$ cat src/rtl/uart_cmd_dec.sv
// Byte-stream command decoder behind the UART receiver: assembles 'W'/'R' frames
// (LSB-first address/data) into 32-bit bus commands, with an inter-byte timeout.
module uart_cmd_dec #(
  parameter int unsigned TIMEOUT_CYCLES = 32'd1_000_000
) (
  input  logic        clk_i,
  input  logic        rst_n_i,
  input  logic [7:0]  rx_data_i,
  input  logic        rx_data_vld_i,
  output logic        rx_data_rdy_o,
  output logic        cmd_vld_o,
  input  logic        cmd_rdy_i,
  output logic        cmd_we_o,
  output logic [31:0] cmd_addr_o,
  output logic [31:0] cmd_wdata_o,
  output logic        err_o,
  output logic        tmo_o
);

  typedef enum logic [1:0] {
    IDLE,
    ADDR,
    DATA,
    ISSUE
  } state_e;

  localparam logic [31:0] TMO_LAST = TIMEOUT_CYCLES - 32'd1;
  localparam logic [7:0]  OP_WRITE = 8'h57;
  localparam logic [7:0]  OP_READ  = 8'h52;

  state_e      state_q, state_d;
  logic [1:0]  cnt_q, cnt_d;
  logic [31:0] tcnt_q, tcnt_d;
  logic        we_q, we_d;
  logic [31:0] addr_q, addr_d;
  logic [31:0] wdata_q, wdata_d;
  logic        err_q, err_d;
  logic        tmo_q, tmo_d;
  logic        accept;
  logic        expire;

  // Ready depends on state only, so no combinational path from vld or cmd_rdy.
  assign rx_data_rdy_o = (state_q != ISSUE);
  assign accept        = rx_data_vld_i && rx_data_rdy_o;
  assign expire        = (tcnt_q == TMO_LAST) && !accept;

  always_comb begin
    state_d = state_q;
    cnt_d   = cnt_q;
    tcnt_d  = '0;
    we_d    = we_q;
    addr_d  = addr_q;
    wdata_d = wdata_q;
    err_d   = 1'b0;
    tmo_d   = 1'b0;

    case (state_q)
      IDLE: begin
        if (accept) begin
          cnt_d = '0;
          if (rx_data_i == OP_WRITE) begin
            we_d    = 1'b1;
            wdata_d = '0;
            state_d = ADDR;
          end else if (rx_data_i == OP_READ) begin
            we_d    = 1'b0;
            wdata_d = '0;
            state_d = ADDR;
          end else begin
            err_d = 1'b1;
          end
        end
      end

      ADDR: begin
        if (accept) begin
          addr_d = {rx_data_i, addr_q[31:8]};
          cnt_d  = cnt_q + 2'd1;
          if (cnt_q == 2'd3) begin
            state_d = we_q ? DATA : ISSUE;
          end
        end else if (expire) begin
          state_d = IDLE;
          cnt_d   = '0;
          tmo_d   = 1'b1;
        end else begin
          tcnt_d = tcnt_q + 32'd1;
        end
      end

      DATA: begin
        if (accept) begin
          wdata_d = {rx_data_i, wdata_q[31:8]};
          cnt_d   = cnt_q + 2'd1;
          if (cnt_q == 2'd3) begin
            state_d = ISSUE;
          end
        end else if (expire) begin
          state_d = IDLE;
          cnt_d   = '0;
          tmo_d   = 1'b1;
        end else begin
          tcnt_d = tcnt_q + 32'd1;
        end
      end

      ISSUE: begin
        if (cmd_rdy_i) begin
          state_d = IDLE;
        end
      end

      default: state_d = IDLE;
    endcase
  end

  always_ff @(posedge clk_i or negedge rst_n_i) begin
    if (!rst_n_i) begin
      state_q <= IDLE;
      cnt_q   <= '0;
      tcnt_q  <= '0;
      we_q    <= 1'b0;
      addr_q  <= '0;
      wdata_q <= '0;
      err_q   <= 1'b0;
      tmo_q   <= 1'b0;
    end else begin
      state_q <= state_d;
      cnt_q   <= cnt_d;
      tcnt_q  <= tcnt_d;
      we_q    <= we_d;
      addr_q  <= addr_d;
      wdata_q <= wdata_d;
      err_q   <= err_d;
      tmo_q   <= tmo_d;
    end
  end

  assign cmd_vld_o   = (state_q == ISSUE);
  assign cmd_we_o    = we_q;
  assign cmd_addr_o  = addr_q;
  assign cmd_wdata_o = wdata_q;
  assign err_o       = err_q;
  assign tmo_o       = tmo_q;

endmodule

$ cat config.mk
export PLATFORM = sky130hd
export DESIGN_NAME = uart_cmd_dec
export DESIGN_NICKNAME = d
export VERILOG_FILES = /design/src/rtl/uart_cmd_dec.sv
export SDC_FILE = /design/constraint.sdc
export NUM_CORES = 1
export LEC_CHECK = 0
export BUFFER_PORTS_ARGS = -buffer_cell sky130_fd_sc_hd__buf_2
export CAP_MARGIN = 20
export CORE_MARGIN = 10
export CORE_UTILIZATION = 50
export DETAILED_ROUTE_END_ITERATION = 8
export HOLD_SLACK_MARGIN = 0.15
export PLACE_DENSITY_LB_ADDON = 0.15
export SETUP_SLACK_MARGIN = 0.05
export SYNTH_ARGS = -nofsm -noshare
export SYNTH_HDL_FRONTEND = slang
export SYNTH_SLANG_ARGS = --single-unit
$ cat constraint.sdc
create_clock -name clk_i -period 1.95 [get_ports clk_i]
set_input_delay 0.4875 -clock clk_i [delete_from_list [all_inputs] [get_ports clk_i]]
set_output_delay 0.4875 -clock clk_i [all_outputs]
set_load 0.005 [all_outputs]
### After elaboration in Yosys (flattened, before gate mapping)

Cells that the tools add are included.

* bits in writable memories: 0
* ROM bits: 0
* memories: 0
* latch bits: 0
* logic and storage cells: 70
* output and inout port bits: 69
* bits in registers: 103
* bits of input ports: 12

* add/subtract/negate cells: 2
* muxes and demuxes: 32
* reduce and logical (&&, ||, !) cells: 13
* magnitude comparators: 0
* shift operators: 0
* eq/ne operators: 15
* multipliers: 0
* div/mod/pow operators: 0
* bitwise logic cells: 0

Operators with widths (count)
* $mux 32: 7
* $pmux 32 s2: 1
* $add 32x1->32 const B: 1
* $eq 32x20->1 const B: 1
* $mux 2: 12
* $eq 8x7->1 const B: 2
* $mux 1: 10
* $ne 3x3->1 const B: 3
* $pmux 2 s4: 1
* $eq 2x2->1 const B: 3
* $ne 2x2->1 const B: 3
* $reduce_and 3->1: 2
* $reduce_bool 2->1: 3
* $reduce_and 5->1: 1
* $pmux 2 s2: 1
* $reduce_and 4->1: 1
* $ne 3x1->1 const B: 1
* $add 2x1->2 const B: 1
* $eq 2x1->1 const B: 1
* $logic_and 1x1->1: 2
* $logic_not 2->1: 1
* $ne 2x1->1 const B: 1
* $reduce_and 2->1: 1
* $reduce_or 2->1: 1
* $logic_not 1->1: 1

### Depth between registers and ports, before layout

Gate-level depths: netlist of the first run.

* word-level depth: 7
* depth in mapped cells: 8
* mapped depth without buffers: 7

### Worst setup path before layout of the first run

No wires, ideal clock.

* path kind: flip-flop to flip-flop
* start: register state_q[0]
* end: register wdata_q[10] (netlist: cmd_wdata_o[10])
* setup time: 0.120 ns
* setup slack: -0.165 ns
* data required time: 1.830 ns
* stages on the path, launching flop included: 9
* clock period less this slack: 2.115 ns
* buffers on the path: 1
* arrival time: 1.995 ns
* cells stage by stage: dfrtp_1 > inv_1 > ha_1 > inv_1 > or4_4 > a21oi_4 > clkbuf_4 > nor2b_1 > a31o_2

* cells in the longest elaborated chain, start to end: 4
* elaborated cells on any way between the ends: 10
* those cells by class: eq/ne (5); mux (1); reduce/logical (4)

Ends and longest elaborated chain
* from (decl): RTL line 31 `state_e state_q, state_d;`
* from (signal assigned): RTL line 128 `state_q <= state_d;`
* $ne 2x2->1: RTL line 43 `assign rx_data_rdy_o = (state_q != ISSUE);`
* $logic_and 1x1->1: RTL line 44 `assign accept = rx_data_vld_i && rx_data_rdy_o;`
* $ne 2x2->1 (no source line)
* $reduce_and 4->1 (no source line)
* to (signal assigned): RTL line 133 `wdata_q <= wdata_d;`
* to (decl): RTL line 36 `logic [31:0] wdata_q, wdata_d;`

Parallel ways exist; a longest one is shown, timed or not.
A chain may end at the register's enable or synchronous reset.

### Final worst setup path of the first run

* start: register state_q[1]
* end: register wdata_q[3] (netlist: cmd_wdata_o[3])

The elaborated chain is that of the path after synthesis.

==> metrics.txt, run 1 <==
Synth Flop Type=dfrtp_1; CP endpoint kind=register; Max IR drop VDD=522.9 uV; Yosys Warn Count=0; async set or reset register ratio after synthesis=100.0%; crit share post-route=106.5%; switching power=2592 uW; Sink Count=between 100 and 150; Clock Skew=around 0.021 ns; Power Internal=4759 uW; layout cells sized above 1=between 50% and 60%; H-tree Lvls=3; PortBufs=80; largest net degree at the start of global routing=48; 1st-iter DRT viols=163; wire length per cell=16.64 um; most common cell after layout, fill and taps aside=dfrtp_1; post-DP HPWL=7243 um; die width=between 100 and 150 um; FMAX=0.4813 GHz; register bit total from synthesis=103; syn_nets=412; Worst-Margin Slew=0.3998 ns; simple-gate share of the synthesized area=between 10% and 20%; CTS tree=built; WS Path Type=reg2reg; ANT nets after route=0; ANT cells=0; Flop pwr share=40.0%; failing checks=negative setup slack; Final Slew Violations=0; register area share after synthesis=55.80%; final worst path period need=a little over 2 ns; # nets final=approximately 560; Clk pwr share=16.9%; RePlAce Congestion=0.8116; TritonRoute pass-1 iters=4; clock root buffer=clkbuf_8; Sw Ratio=between 30% and 40%; TNS Setup=-2.751 ns; Syn Area/Cell=approximately 12 um^2; Worst Slack Setup Final=-0.1277 ns; Synth Area in XOR/XNOR=5.878%; area of the mapped netlist=0.004619 mm^2; synth unique cells=42; global router's overall resource usage=16.06%; total power=7352 uW; Cell Rows=35; Compound-Gate Fraction of Synth Area=8.017%; total CTS buffers=9; # Max-Cap Violations=0; RSZ-0062 raised after global routing=true; largest buffer count on any clock path=2; Comb power frac=43.1%; die area=0.01348 mm^2; vias in the first global route=3,535; Starting Density=50.71%; Yosys top cell area share=55.80%; Cells after Synth=394; DRC viols=0; mux contribution to synthesized area=under 10%; minimum hold slack=between 0.4 and 0.5 ns; FILL cells=between 600 and 700; final setup violating endpoints=46; Area contributors post-synth=dfrtp_1 56%, mux2_2 7.8%, a31o_2 5.7%; Synth Area in Adders=1.625%; Die Ht=approximately 120 um; Layout Cells excl Fill=655; commonest cells after routing, fill and taps aside=103 x dfrtp_1, 79 x buf_2, 49 x buf_4; CORE AREA=0.009109 mm^2; Clock Pin Slew Worst Setup and Hold Paths=about 0.11 ns; status=complete, but fails checks; first-pass GRT wire length=about 17,000 um; startpoint class of the critical path=register; Skew-Pair Late Insertion Delay=around 0.38 ns; Final Hold Viols=0; number of enable flip-flop cells after synthesis=0; pwr dens=1148 mW/mm^2; main combinational cell family by area after synthesis=simple AND/OR/NAND/NOR gates; maximum fanout along the worst path=6; synth-to-layout area growth=38.65%; final wirelength=10,900 um; total gr overflow=0; Post-Place Cells=618; Max-slew headroom=73.26%; initial antenna violation count=0; crit path DAT=2.36 ns; worst hold path type=in2reg; post-synth top area cell=dfrtp_1; Critical Path RT=~2.2 ns; via count=3,482; Via density=5.316; leakage=0.003042 uW; Boundary Pins=81
## metal layers
| layer | share of wire (%) | vias up | wire length [um] | global-route usage, % |
|---|---|---|---|---|
| li1 | - | 1671 | - | - |
| met1 | 42 | 1722 | 4558 | 19.45 |
| met2 | 51 | 72 | 5565 | 27.87 |
| met3 | 5.3 | 17 | 579 | 2.928 |
| met4 | 1.8 | 0 | 197 | 6.088 |
| met5 | 0 | - | 0 | 0 |
## through the flow
stage / setup slack [ns] / instance area [um^2] / utilization, %
after floorplan: -0.07044 / 4676 / -
after global placement: -0.2855 / 5533 / 60.74
after detailed placement: -0.3301 / 5533 / 60.74
after CTS: -0.1106 / 5953 / 65.36
after global routing: -0.1995 / 6405 / 70.32
final: -0.1277 / 6405 / 70.32
## Yosys cell counts (7+ instances only)
library cell,count
inv_1,11
xnor2_1,9
mux2_2,32
and2b_1,7
dfrtp_1,103
nor2_1,42
nand4_1,12
nand3_1,15
xor2_1,22
nand2_1,15
a31o_2,30
nor2b_1,26
## logic make-up after synthesis
group,Yosys count
and+or+nand+nor,147
DFF,103
AOI/OAI and AO/OA,45
muxes,33
xor gates and xnor gates,31
buffers and inverters,29
adders and majority gates,6
## critical path: stages, from the launching register on
cell     delay, ns
dfrtp_1       0.41
inv_2         0.09
ha_4          0.14
inv_2         0.03
or4_4         0.48
a21oi_4       0.18
buf_12        0.15
buf_12        0.12
and2b_1       0.18
a31o_2        0.21
## power by group through the flow
stage | Clock, uW | Combinational, uW | Sequential, uW
floorplan | 0 | 1310 | 2980
global placement | 0 | 2330 | 2960
detailed placement | 0 | 2390 | 2990
CTS | 1280 | 2590 | 2940
global route | 1360 | 3440 | 3020
finish | 1240 | 3170 | 2940
## state kept, by name, indices dropped and copies added, names as in the netlist
| register | cells |
|---|---|
| cmd_addr_o | 32 |
| cmd_wdata_o | 32 |
| tcnt_q | 32 |
| cnt_q | 2 |
| state_q | 2 |
| cmd_we_o | 1 |
| err_o | 1 |
| tmo_o | 1 |
## layout make-up
cell class	instances	area, um^2	area share [%]
clock buffer	9	123.9	1.934
clock inverter	7	52.55	0.8205
inverter	11	41.29	0.6447
multi-input combinational	262	2268	35.42
sequential	103	2577	40.24
tap	111	138.9	2.168
timing repair buffer	152	1202	18.77
## final timing paths
path                               from        endpoint  slack (ns)  depth (start not counted)
setup reg to reg             state_q[1]  cmd_wdata_o[3]       -0.13                          9
setup / recovery             state_q[1]  cmd_wdata_o[3]       -0.13                          9
max in group asynchronous       rst_n_i      tcnt_q[13]        0.85                          3
hold reg to reg               tcnt_q[0]       tcnt_q[0]        0.50                          1
min in group asynchronous       rst_n_i   cmd_addr_o[3]        0.55                          2
hold / removal             rx_data_i[6]  cmd_addr_o[30]        0.48                          3
## what timing repair did
action,4_1_cts,5_1_grt
hold buffers,1,0
buffers inserted,8,5
endpoints found under the setup margin,65,69
pin swaps,10,43
endpoints found under the hold margin,21,0
gates resized for setup,16,86
gates cloned,4,4
No activity file was read; power rests on OpenSTA's default activity.
==> inputs of run 2 (changes only) <==
BUFFER_PORTS_ARGS = not set   (was -buffer_cell sky130_fd_sc_hd__buf_2)
CORE_UTILIZATION = 56   (was 50)
DONT_BUFFER_PORTS = 1   (was not set)
==> run 2 against run 1 <==
Compared with the run above:
- the flow finishes with violations (negative hold slack, negative setup slack)
- core utilization is 2.2 points higher
- final cell count is 15% lower
- sequential cell count stayed put
==> metrics.txt, run 2 (synthesis results as in run 1) <==
# nets final=464 (-17%); Clock Pin Slew Worst Setup and Hold Paths=0.10 ns (about the same); Layout Cells excl Fill=556 (-15%); commonest cells after routing, fill and taps aside=103 x dfrtp_1, 37 x buf_4, 31 x mux2_2; placed cell area=0.005027 mm^2 (-9.1%); worst hold path type=in2async; largest net degree at the start of global routing=104 (+120%); TritonRoute pass-1 iters=4 (unchanged); Max IR drop VDD=543.5 uV (+3.9%); most common cell after layout, fill and taps aside=dfrtp_1; fin area=0.005896 mm^2 (-8.0%); RePlAce Congestion=0.7995 (-1.5%); most frequent cell on the critical path=inv_2; wire length per cell=19.20 um (+15%); critical-path cell list=inv_2 > ha_4 > inv_2 > or4_4 > a21oi_4 > buf_6 > and2b_1 > a31o_2; status=complete, but fails checks; startpoint class of the critical path=register; DRC viols=0 (unchanged); FILL cells=562 (-15%); 1st-iter DRT viols=127 (-22%); TNS Setup=-2.547 ns (+0.2042 ns); CORE AREA=0.008134 mm^2 (-11%); Worst-Margin Slew=0.3933 ns (-0.006474 ns); CTS tree=built; final worst path period need=2.033 ns (-0.04499 ns); final setup violating endpoints=52 (+13%); vias in the first global route=3,114 (-12%); largest buffer count on any clock path=2 (unchanged); Die Ht=110.8 um (-4.6%); RSZ-0062 raised after global routing=true; CP delay by family, top=simple AND/OR/NAND/NOR gates; Critical Path RT=2.21 ns (-0.02 ns); Sink Count=103 (unchanged); failing checks=negative hold slack, negative setup slack; CP bufs+invs=3 (-1); total CTS buffers=9 (unchanged); initial antenna violation count=0 (unchanged); FMAX=0.4920 GHz (+2.2%); die area=0.01228 mm^2 (-8.9%); PortBufs=0 (-100%); first-pass GRT wire length=16,330 um (-5.8%); Final Hold Viols=103 (+103); minimum hold slack=-0.1998 ns (-0.6804 ns); layout cells sized above 1=43.46% (-9.3 points); crit-path max cell delay=0.53 ns (+0.05 ns); Cell Rows=33 (-5.7%); via count=3,170 (-9.0%); total gr overflow=0 (unchanged); final wirelength=10,680 um (-2.1%); Skew-Pair Late Insertion Delay=0.37 ns (about the same); ANT nets after route=0 (unchanged); crit share post-route=104.2% (-2.3 points); Max-slew headroom=73.68% (+0.43 points); Boundary Pins=81 (unchanged); dpl ws=-0.1705 ns (+0.1596 ns); maximum fanout along the worst path=6 (unchanged); CP endpoint kind=register; Starting Density=56.79% (+6.1 points); synth-to-layout area growth=27.63%; Via density=5.701 (+7.2%); ANT cells=0 (unchanged); global router's overall resource usage=15.85% (-0.21 points); die width=110.8 um (-4.6%); post-DP HPWL=6562 um (-9.4%); Worst path slowest cell=or4_4; Final Slew Violations=0 (unchanged); Worst Slack Setup Final=-0.08268 ns (+0.04499 ns); WS Path Type=reg2reg; Clock Skew=0.01378 ns (-0.006810 ns); H-tree Lvls=3 (unchanged); leakage=0.002598 uW (-15%); clock root buffer=clkbuf_8; Post-Place Cells=521 (-16%); pwr dens=1194 mW/mm^2 (+4.0%); crit path DAT=2.29 ns (-0.07 ns); # Max-Cap Violations=0 (unchanged)
run 2: cell types whose count changed in the layout (fill, tap and decap cells not counted), moves of 2 or more:
| cell | change |
|---|---|
| a31o_2 | +4 |
| a31o_4 | -4 |
| buf_16 | -2 |
| buf_2 | -79 |
| buf_4 | -12 |
| buf_6 | +2 |
| buf_8 | -3 |
| clkbuf_16 | +3 |
| nor2b_2 | -3 |
| nor2b_4 | +3 |
run 2: power breakdown:
part / internal (uW) / switching (uW)
Clock: 470 / 730
Combinational: 1460 / 1260
Sequential: 2620 / 503
run 2: path summary, 6_finish.rpt:
check / startpoint / endpoint / slack (ns) / depth (start not counted)
setup reg to reg: state_q[0] / cmd_wdata_o[31] / -0.08 / 8
hold reg to reg: tcnt_q[0] / tcnt_q[0] / 0.51 / 1
max in group asynchronous: rst_n_i / state_q[1] / 1.99 / 0
min in group clk_i: rx_data_i[0] / cmd_we_o / 0.26 / 2
hold / removal: rst_n_i / cmd_addr_o[3] / -0.20 / 0
setup / recovery: state_q[0] / cmd_wdata_o[31] / -0.08 / 8
run 2: layer usage:
metal  GRT usage [%]  part of all wire, %  wire length [um]
met2           27.08                   54              5773
met1           18.06                   38              4040
met4           4.340                  1.2               125
met5               0                    0                 0
met3           6.061                  6.9               737
run 2: area by class of cell:
class	instances	area, um^2	share of cell area [%]
Sequential cell	103	2577	43.72
Multi-Input combinational cell	262	2291	38.86
Timing Repair Buffer	59	684.4	11.61
Tap cell	105	131.4	2.228
Clock buffer	10	127.6	2.165
Clock inverter	6	42.54	0.7216
Inverter	11	41.29	0.7003
run 2: repair_timing:
item,4_1_cts,5_1_grt
buffers inserted,3,7
setup endpoints to repair,100,100
gates cloned,1,8
endpoints found under the hold margin,103,103
gates resized for setup,19,85
pin swaps,8,35
run 2: through the flow:
stage | total power (uW) | utilization (%)
CTS | 6256 | 65.50
finish | 7041 | 72.48
global route | 7454 | 72.48
global placement | 4843 | 61.81
detailed placement | 4928 | 61.81
floorplan | 4289 | -
==> inputs of run 3 (changes only) <==
SETUP_SLACK_MARGIN = 0.15   (was 0.05)
TNS_END_PERCENT = 10   (was not set)
==> run 3 against run 2 <==
Compared with the run above:
- the run still ends with negative hold slack, negative setup slack left
- highest routed layer unchanged
- sequential power about the same
- non-clock buffer count decreased by 15
- critical endpoint is now cmd_wdata_o[2]
- critical path depth unchanged
==> metrics.txt, run 3 (synthesis results as in run 1) <==
status=complete, but fails checks; failing checks=negative hold slack, negative setup slack; layout cells sized above 1=37.93% (-5.5 points); RePlAce Congestion=0.7579 (-5.2%); post-DP HPWL=6822 um (+4.0%); Sink Count=103 (unchanged); FMAX=0.4867 GHz (-1.1%); initial antenna violation count=0 (unchanged); Worst-Margin Slew=0.3309 ns (-0.06241 ns); Sw Ratio=34.52% (-0.90 points); maximum fanout along the worst path=16 (+10); worst hold path type=in2async; largest buffer count on any clock path=2 (unchanged); RSZ-0062 raised after global routing=true; clock root buffer=clkbuf_8; TritonRoute pass-1 iters=4 (unchanged); crit path DAT=2.32 ns (+0.03 ns); fin area=0.005493 mm^2 (-6.8%); pwr dens=1179 mW/mm^2 (-1.3%); area of the multi-input gates=0.002122 mm^2 (-7.4%); minimum hold slack=-0.1964 ns (+0.003420 ns); Clk pwr share=19.0% (+2.0 points); 1st-iter DRT viols=128 (+0.79%); ANT nets after route=0 (unchanged); switching power=2235 uW (-10%); Seq. cell area=0.002577 mm^2 (unchanged); Boundary Pins=81 (unchanged); Final Slew Violations=0 (unchanged); synth-to-layout area growth=18.91%; H-tree Lvls=3 (unchanged); Cell Rows=33 (unchanged); Clock Pin Slew Worst Setup and Hold Paths=0.10 ns (about the same); via count=3,065 (-3.3%); CORE AREA=0.008134 mm^2 (unchanged); Comb power frac=33.2% (-5.5 points); # nets final=449 (-3.2%); Die Ht=110.8 um (unchanged); crit share post-route=105.4% (+1.1 points); largest net degree at the start of global routing=104 (unchanged); PortBufs=0 (unchanged); placed cell area=0.005041 mm^2 (+0.27%); final worst path period need=2.055 ns (+0.02206 ns); die area=0.01228 mm^2 (unchanged); first-pass GRT wire length=16,590 um (+1.6%); die width=110.8 um (unchanged); final setup violating endpoints=29 (-44%); Flop pwr share=47.7% (+3.4 points); CTS tree=built; dpl ws=-0.1602 ns (+0.01025 ns); total CTS buffers=9 (unchanged); final wirelength=9888 um (-7.4%); wire length per cell=18.31 um (-4.6%); startpoint class of the critical path=register; Critical Path RT=2.22 ns (about the same); Final Hold Viols=103 (unchanged); global router's overall resource usage=16.13% (+0.28 points); Layout Cells excl Fill=540 (-2.9%); Worst Slack Setup Final=-0.1047 ns (-0.02206 ns); FILL cells=622 (+11%); leakage=0.002459 uW (-5.4%); commonest cells after routing, fill and taps aside=103 x dfrtp_1, 34 x buf_4, 32 x mux2_2; Starting Density=56.79% (unchanged); most common cell after layout, fill and taps aside=dfrtp_1; DRC viols=0 (unchanged); WS Path Type=reg2reg; Skew-Pair Late Insertion Delay=0.36 ns (about the same); Post-Place Cells=523 (+0.38%); # Max-Cap Violations=0 (unchanged); Via density=5.676 (-0.45%); Power Internal=4240 uW (-6.8%); CP endpoint kind=register; Clock Skew=0.006632 ns (-0.007150 ns); Max-slew headroom=77.86% (+4.2 points); vias in the first global route=3,205 (+2.9%); Max IR drop VDD=505.3 uV (-7.0%); ANT cells=0 (unchanged); total power=6475 uW (-8.0%); total gr overflow=0 (unchanged)
run 3: layout make-up:
class,count,area share [%]
flip-flops and latches,103,46.92
multi-input cells,262,38.63
repair buffers,44,8.041
well taps,105,2.392
clock buffers,9,2.255
clock inverters,6,1.002
inverters,11,0.7517
run 3: worst paths after layout:
path	cells after the start	slack [ns]	to	from
worst min register to register	1	0.49	tcnt_q[0]	tcnt_q[0]
worst max register to register	8	-0.10	cmd_wdata_o[2]	state_q[1]
min in group clk_i	1	0.27	cmd_addr_o[26]	rx_data_i[2]
worst min-delay path	0	-0.20	cmd_addr_o[21]	rst_n_i
worst max-delay path	8	-0.10	cmd_wdata_o[2]	state_q[1]
max in group asynchronous	0	2.00	tcnt_q[17]	rst_n_i
run 3: power by group through the flow:
| stage | clock, uW | combinational [uW] | sequential [uW] |
|---|---|---|---|
| after floorplan | 0 | 1290 | 2980 |
| after global placement | 0 | 1760 | 3140 |
| after detailed placement | 0 | 1820 | 3160 |
| after CTS | 1270 | 2050 | 3120 |
| after global routing | 1370 | 2360 | 3170 |
| final | 1230 | 2150 | 3090 |
run 3: layer usage:
layer	vias up	track usage, %	part of all wire, %
met4	0	4.427	1.3
met5	-	0	0
li1	1443	-	-
met2	68	28.46	53
met3	14	6.818	8.0
met1	1540	17.21	38
run 3: critical path: stages (launching register included):
cell     delay (ns)
dfrtp_1        0.40
inv_2          0.08
ha_4           0.13
inv_2          0.03
or4_4          0.53
a21oi_4        0.20
buf_12         0.18
and2b_1        0.19
a31o_2         0.21
run 3: repair_timing:
item	4_1_cts	5_1_grt
endpoints found under the hold margin	103	103
cloned	1	0
setup buffers	0	1
pin swaps	32	3
resized for setup	48	10
setup endpoints to repair	103	74
run 3: per-stage QoR:
| step | setup TNS, ns | util, % |
|---|---|---|
| floorplan | -1.853 | - |
| global placement | -3.259 | 61.98 |
| detailed placement | -5.477 | 61.98 |
| CTS | -2.619 | 66.65 |
| global route | -5.356 | 67.53 |
| finish | -2.452 | 67.53 |
